--- config.mk ---
export PLATFORM = sky130hd
export DESIGN_NAME = fetch_unit
export DESIGN_NICKNAME = d
export VERILOG_FILES = /design/src/rtl/cpu_pkg.sv /design/src/rtl/pc_reg.sv /design/src/rtl/fetch_unit.sv
export SDC_FILE = /design/constraint.sdc
export NUM_CORES = 1
export LEC_CHECK = 0
export CORE_AREA = 5 5 86 88
export CTS_CLUSTER_DIAMETER = 60
export DETAILED_ROUTE_END_ITERATION = 6
export DIE_AREA = 0 0 91 93
export GPL_ROUTABILITY_DRIVEN = 0
export GPL_TIMING_DRIVEN = 0
export PLACE_DENSITY_LB_ADDON = 0.3
export SYNTH_ARGS = -nofsm -noshare
export SYNTH_HDL_FRONTEND = slang
export SYNTH_HIERARCHICAL = 1
export SYNTH_SLANG_ARGS = --single-unit
--- constraint.sdc ---
create_clock -name clk -period 1.65 [get_ports clk]
set_input_delay 0.165 -clock clk [delete_from_list [all_inputs] [get_ports clk]]
set_output_delay 0.165 -clock clk [all_outputs]
set_load 0.005 [all_outputs]
--- src/rtl/cpu_pkg.sv ---
// Shared CPU definitions: default datapath width, the HALT opcode and the
// fetch state encoding used by the fetch unit.
package cpu_pkg;

  localparam int WIDTH_DEFAULT = 16;

  // Instruction opcode lives in the top nibble of the instruction word.
  localparam logic [3:0] OP_HALT = 4'hF;

  // Fetch state encoding.
  localparam logic [1:0] S_IDLE   = 2'd0;
  localparam logic [1:0] S_REQ    = 2'd1;
  localparam logic [1:0] S_HOLD   = 2'd2;
  localparam logic [1:0] S_HALTED = 2'd3;

endpackage

--- src/rtl/pc_reg.sv ---
// Program counter register. On load it takes either the redirect target or
// PC+1 (wrapping modulo 2^WIDTH); otherwise it holds.
module pc_reg
  import cpu_pkg::*;
#(
  parameter int               WIDTH    = WIDTH_DEFAULT,
  parameter logic [WIDTH-1:0] RESET_PC = '0
) (
  input  logic             clk,
  input  logic             rst,
  input  logic             load,
  input  logic             sel_target,
  input  logic [WIDTH-1:0] target,
  output logic [WIDTH-1:0] pc
);

  localparam logic [WIDTH-1:0] PC_STEP = {{(WIDTH-1){1'b0}}, 1'b1};

  logic [WIDTH-1:0] pc_next;

  // Two-way next-PC selection: redirect target or sequential increment.
  always_comb begin
    pc_next = sel_target ? target : (pc + PC_STEP);
  end

  // PC storage, reset straight to the boot address.
  always_ff @(posedge clk or posedge rst) begin
    if (rst) begin
      pc <= RESET_PC;
    end else if (load) begin
      pc <= pc_next;
    end
  end

endmodule

--- src/rtl/fetch_unit.sv ---
// Instruction fetch unit: issues one memory read at a time from PC, holds the
// returned instruction until decode accepts it, redirects on a taken branch
// and stops permanently (until reset) once a HALT instruction is accepted.
module fetch_unit
  import cpu_pkg::*;
#(
  parameter int               WIDTH    = WIDTH_DEFAULT,
  parameter logic [WIDTH-1:0] RESET_PC = '0
) (
  input  logic             clk,
  input  logic             rst,
  input  logic             br_taken,
  input  logic [WIDTH-1:0] br_target,
  output logic             imem_req,
  output logic [WIDTH-1:0] imem_addr,
  input  logic             imem_ack,
  input  logic [WIDTH-1:0] imem_data,
  output logic [WIDTH-1:0] instr,
  output logic [WIDTH-1:0] instr_pc,
  output logic             instr_valid,
  input  logic             instr_ready,
  output logic             halted
);

  logic [1:0]       state;
  logic [WIDTH-1:0] pc;
  logic             pc_load;
  logic             pc_sel_target;
  logic             instr_is_halt;

  // A redirect is honoured everywhere except HALTED; a completed read bumps PC.
  always_comb begin
    pc_sel_target = br_taken && (state != S_HALTED);
    pc_load       = pc_sel_target || ((state == S_REQ) && imem_ack);
    instr_is_halt = (instr[WIDTH-1 -: 4] == OP_HALT);
  end

  pc_reg #(
    .WIDTH    (WIDTH),
    .RESET_PC (RESET_PC)
  ) u_pc_reg (
    .clk        (clk),
    .rst        (rst),
    .load       (pc_load),
    .sel_target (pc_sel_target),
    .target     (br_target),
    .pc         (pc)
  );

  // Outputs derived purely from state so reset clears them immediately.
  always_comb begin
    imem_req  = (state == S_REQ);
    imem_addr = pc;
    halted    = (state == S_HALTED);
  end

  // Fetch sequencing; a branch beats any same-cycle ack or decode accept.
  always_ff @(posedge clk or posedge rst) begin
    if (rst) begin
      state       <= S_IDLE;
      instr       <= '0;
      instr_pc    <= '0;
      instr_valid <= 1'b0;
    end else begin
      case (state)
        S_IDLE: begin
          if (!br_taken) begin
            state <= S_REQ;
          end
        end
        S_REQ: begin
          if (br_taken) begin
            state       <= S_IDLE;
            instr_valid <= 1'b0;
          end else if (imem_ack) begin
            instr       <= imem_data;
            instr_pc    <= pc;
            instr_valid <= 1'b1;
            state       <= S_HOLD;
          end
        end
        S_HOLD: begin
          if (br_taken) begin
            state       <= S_IDLE;
            instr_valid <= 1'b0;
          end else if (instr_ready) begin
            instr_valid <= 1'b0;
            state       <= instr_is_halt ? S_HALTED : S_REQ;
          end
        end
        default: begin
          instr_valid <= 1'b0;
        end
      endcase
    end
  end

endmodule

==> impl_metrics.yaml <==
cts:
  cts.sinks: 51
  ctsRootBufferMaster: "clkbuf_8"
  cts_made_buffers: 5
  cts.path.max_buffers: 2
  clk_pin_slew_ns: 0.10
  clock_tree_from_tritoncts: "done"
  htreeDepth: 2
  clk_latency_ns: 0.30
final_layout:
  nets: 375
  final.fill_count: 499
  finalInstanceArea_um2: 4180
  utilization_pct: 63.6
  syn_to_final_growth_pct: 59.4
  final_layout_size_suffix_gt1_share_pct: 36.0
  n_antenna_cell: 0
global_routing:
  first_global_vias: 2116
  antenna_found_initial: 0
  largest_net_degree_at_the_start_of_global_routing: 36
  grt_first_pass_wirelength_mm: 11.2
  grt.overflow.total: 0
  groute.usage.overall_pct: 16.1
timing:
  fin_crit_ns: 1.71
  slew-limit-headroom_pct: 51.3
  post-route-worst-setup-slack_ns: -0.0583
  post-route-period-util_pct: 104
  timing.setup.tns_ns: -0.0606
  setup_repair_after_global_routing_missed_its_margin: "yes"
  slew_violations: 0
  worst_slew_pin_slew_ns: 0.729
  fin_skew_ns: 0.00648
  max_freq_mhz: 585
  setup_viol: 2
  finalHoldViolations: 0
synth:
  post_synth_mux_area_share_pct: 20.8
  synth.largest_area_cell: "dfrtp_1"
  postSynthRegisterBits: 51
  post_synth_inst_count: 217
  ys_async_sr_fraction_pct: 100
  synth-simple-area-share_pct: 13.0
  synthTopCellsByCount: "dfrtp_1 (51), mux2_4 (30), a21oi_1 (12), nor2_1 (12), nand2_1 (11)"
  synth_xor_area_share_pct: 0
  synth_fa_ha_area_share_pct: 2.86
  postSynth.topFlopCell: "dfrtp_1"
  synth-compound-area-share_pct: 11.2
  yosysWarningCount: 6
  combinational_family_with_the_most_area_after_synthesis: "multiplexers"
  synth.cell_area_um2: 2620
  synth_top_cells_by_area: "dfrtp_1 (49%), mux2_4 (17%), ha_1 (2.9%)"
  synthDominantCellAreaShare_pct: 48.7
  synth_fp_nets: 260
  post_synth_edffs: 0
  synth_seq_area_share_pct: 48.7
  postSynthAreaPerCell_um2: 12.1
  synth_cell_types: 46
  yosysMostFrequentCell: "dfrtp_1"
placed_design:
  pre_cts_ws_ns: -0.556
  placedInstanceArea_um2: 3610
  port_buffers: 87
  detail_placement_hpwl_mm: 4.90
critical_path:
  r2r_end: "u_pc_reg/pc[12]$_DFFE_PP0P_"
  critical-path-slowest-cell: "dfrtp_2"
  r2r-start: "state[1]$_DFFE_PP0P_"
  crit_buf_inv: 3
  critical_path.endpoint: "u_pc_reg/pc[12]$_DFFE_PP0P_"
  regToRegSetupSlack_ns: -0.06
  required_ns: 1.84
  worst_path_dominant_cell_family: "compound AO/OA/AOI/OAI gates"
  critical_path.endpoint_type: "register"
  path_common_cell: "buf_8"
  worstSetupStartpoint: "state[1]$_DFFE_PP0P_"
  timing.critical_path.depth: 8
  worstSetupPathType: "reg2reg"
  worstPathCellList: "ha_4 -> nor2b_4 -> buf_8 -> inv_6 -> buf_8 -> o311ai_4 -> o41ai_2 -> a221o_1"
  worst-path-max-fanout: 6
  worst-endpoint-arrival_ns: 1.90
  critPathMaxStageDelay_ns: 0.46
  critPathLaunchType: "register"
  worst_r2r_path_depth: 8
status:
  failing_checks: "setup timing"
  run_status: "complete, but fails checks"
power:
  total_power_mw: 7.50
  switching_share_pct: 33.7
  internal-power_mw: 4.97
  p_sw_mw: 2.52
  leakagePower_nw: 1.83
  comb_power_share_pct: 53.3
  share_clk_of_total_power_pct: 11.7
  seq_power_share_pct: 35.1
  power_density_nw_per_um2: 1790
  maximum_vdd_ir_drop_v: 0.000809
routing:
  vias_per_cell: 5.33
  final_antenna_net_count: 0
  remaining_drc_errors: 0
  routed-via-count: 2200
  drt_first_pass_iters: 4
  drt_iter0_markers: 84
  detail_route.wl_per_cell_um: 17.5
  detail_route.wirelength_mm: 7.25
min_path:
  worst_hold_check_path_type: "in2async"
floorplanning:
  initial_core_util_pct: 39.9
  dieHeight_um: 93
  dieArea_um2: 8460
  floorplan.rows: 30
  placeable_area_um2: 6570
  top_level_ports: 88
  die_width_um: 91
flow_run:
  cap_viol_max_count: 0
## metal layers
metal  global-route usage, %  routed length, um  up-vias
met5                       0                  0        -
met3                    3.94                478       18
li1                        -                  -     1025
met2                    25.7               3540       87
met4                    3.79                114        0
met1                    22.2               3120     1070
## cell families after synthesis
family          Yosys count
compound gates           44
buf+inv                  18
fa+ha+maj                 6
flops                    51
simple gates             59
mux                      39
## power groups by stage
| stage | Sequential, mW | Combinational, mW | Clock (mW) |
|---|---|---|---|
| after global placement | 2.56 | 3.26 | 0 |
| after global routing | 2.73 | 4.25 | 0.950 |
| final | 2.63 | 3.99 | 0.873 |
| after floorplan | 2.50 | 1.63 | 0 |
| after CTS | 2.56 | 3.65 | 0.907 |
| after detailed placement | 2.61 | 3.32 | 0 |
## how the worst min path moves through the flow
stage | startpoint | to | slack [ns] | cells after the start
4_1_cts | rst | u_pc_reg/pc[3]$_DFFE_PP0P_ | 0.31 | 2
2_1_floorplan | rst | u_pc_reg/pc[10]$_DFFE_PP0P_ | 0.08 | 1
3_5_place_dp | instr_valid$_DFFE_PP0P_ | instr_valid$_DFFE_PP0P_ | 0.48 | 1
6_report | rst | u_pc_reg/pc[6]$_DFFE_PP0P_ | 0.30 | 2
3_3_place_gp | instr_valid$_DFFE_PP0P_ | instr_valid$_DFFE_PP0P_ | 0.48 | 1
5_1_grt | rst | u_pc_reg/pc[12]$_DFFE_PP0P_ | 0.37 | 2
## through the flow
stage / cells / hold WS, ns
after floorplan: 217 / 0.0787
after global placement: 384 / 0.478
after detailed placement: 384 / 0.485
after CTS: 399 / 0.309
after global routing: 413 / 0.370
final: 413 / 0.304
## layout by cell type (no fill, tap or decap), types with 3 or more instances in the layout
cell type	Yosys	layout
buf_6	3	3
buf_8	0	4
nand4_1	3	3
clkbuf_8	0	5
nor2_1	12	11
buf_12	0	3
buf_4	0	19
mux2_4	30	30
mux2i_1	5	5
inv_1	8	3
a22oi_2	0	3
nand2_1	11	11
nand3_1	8	7
o21ai_0	8	7
mux2_2	3	3
a21oi_1	12	9
dfrtp_1	51	41
dfrtp_2	0	10
nor3_1	4	4
a21oi_2	0	3
ha_4	0	3
inv_2	0	3
clkdlybuf4s50_1	0	85
## final cells by class
| type | count | area [um^2] | area share, % |
|---|---|---|---|
| plain buffers | 10 | 144 | 3.44 |
| flip-flops and latches | 51 | 1290 | 30.8 |
| well taps | 80 | 100 | 2.40 |
| inverters | 8 | 42.5 | 1.02 |
| repair buffers | 108 | 1070 | 25.6 |
| clock inverters | 3 | 43.8 | 1.05 |
| clock buffers | 5 | 68.8 | 1.65 |
| multi-input cells | 148 | 1420 | 34.0 |
## repair_timing
item / CTS / global route
hold buffers: 0 / 0
cloned: 0 / 2
setup buffers: 7 / 12
resized for setup: 27 / 51
setup endpoints to repair: 47 / 51
pin swaps: 2 / 10
(Power assumes the default switching activity.)
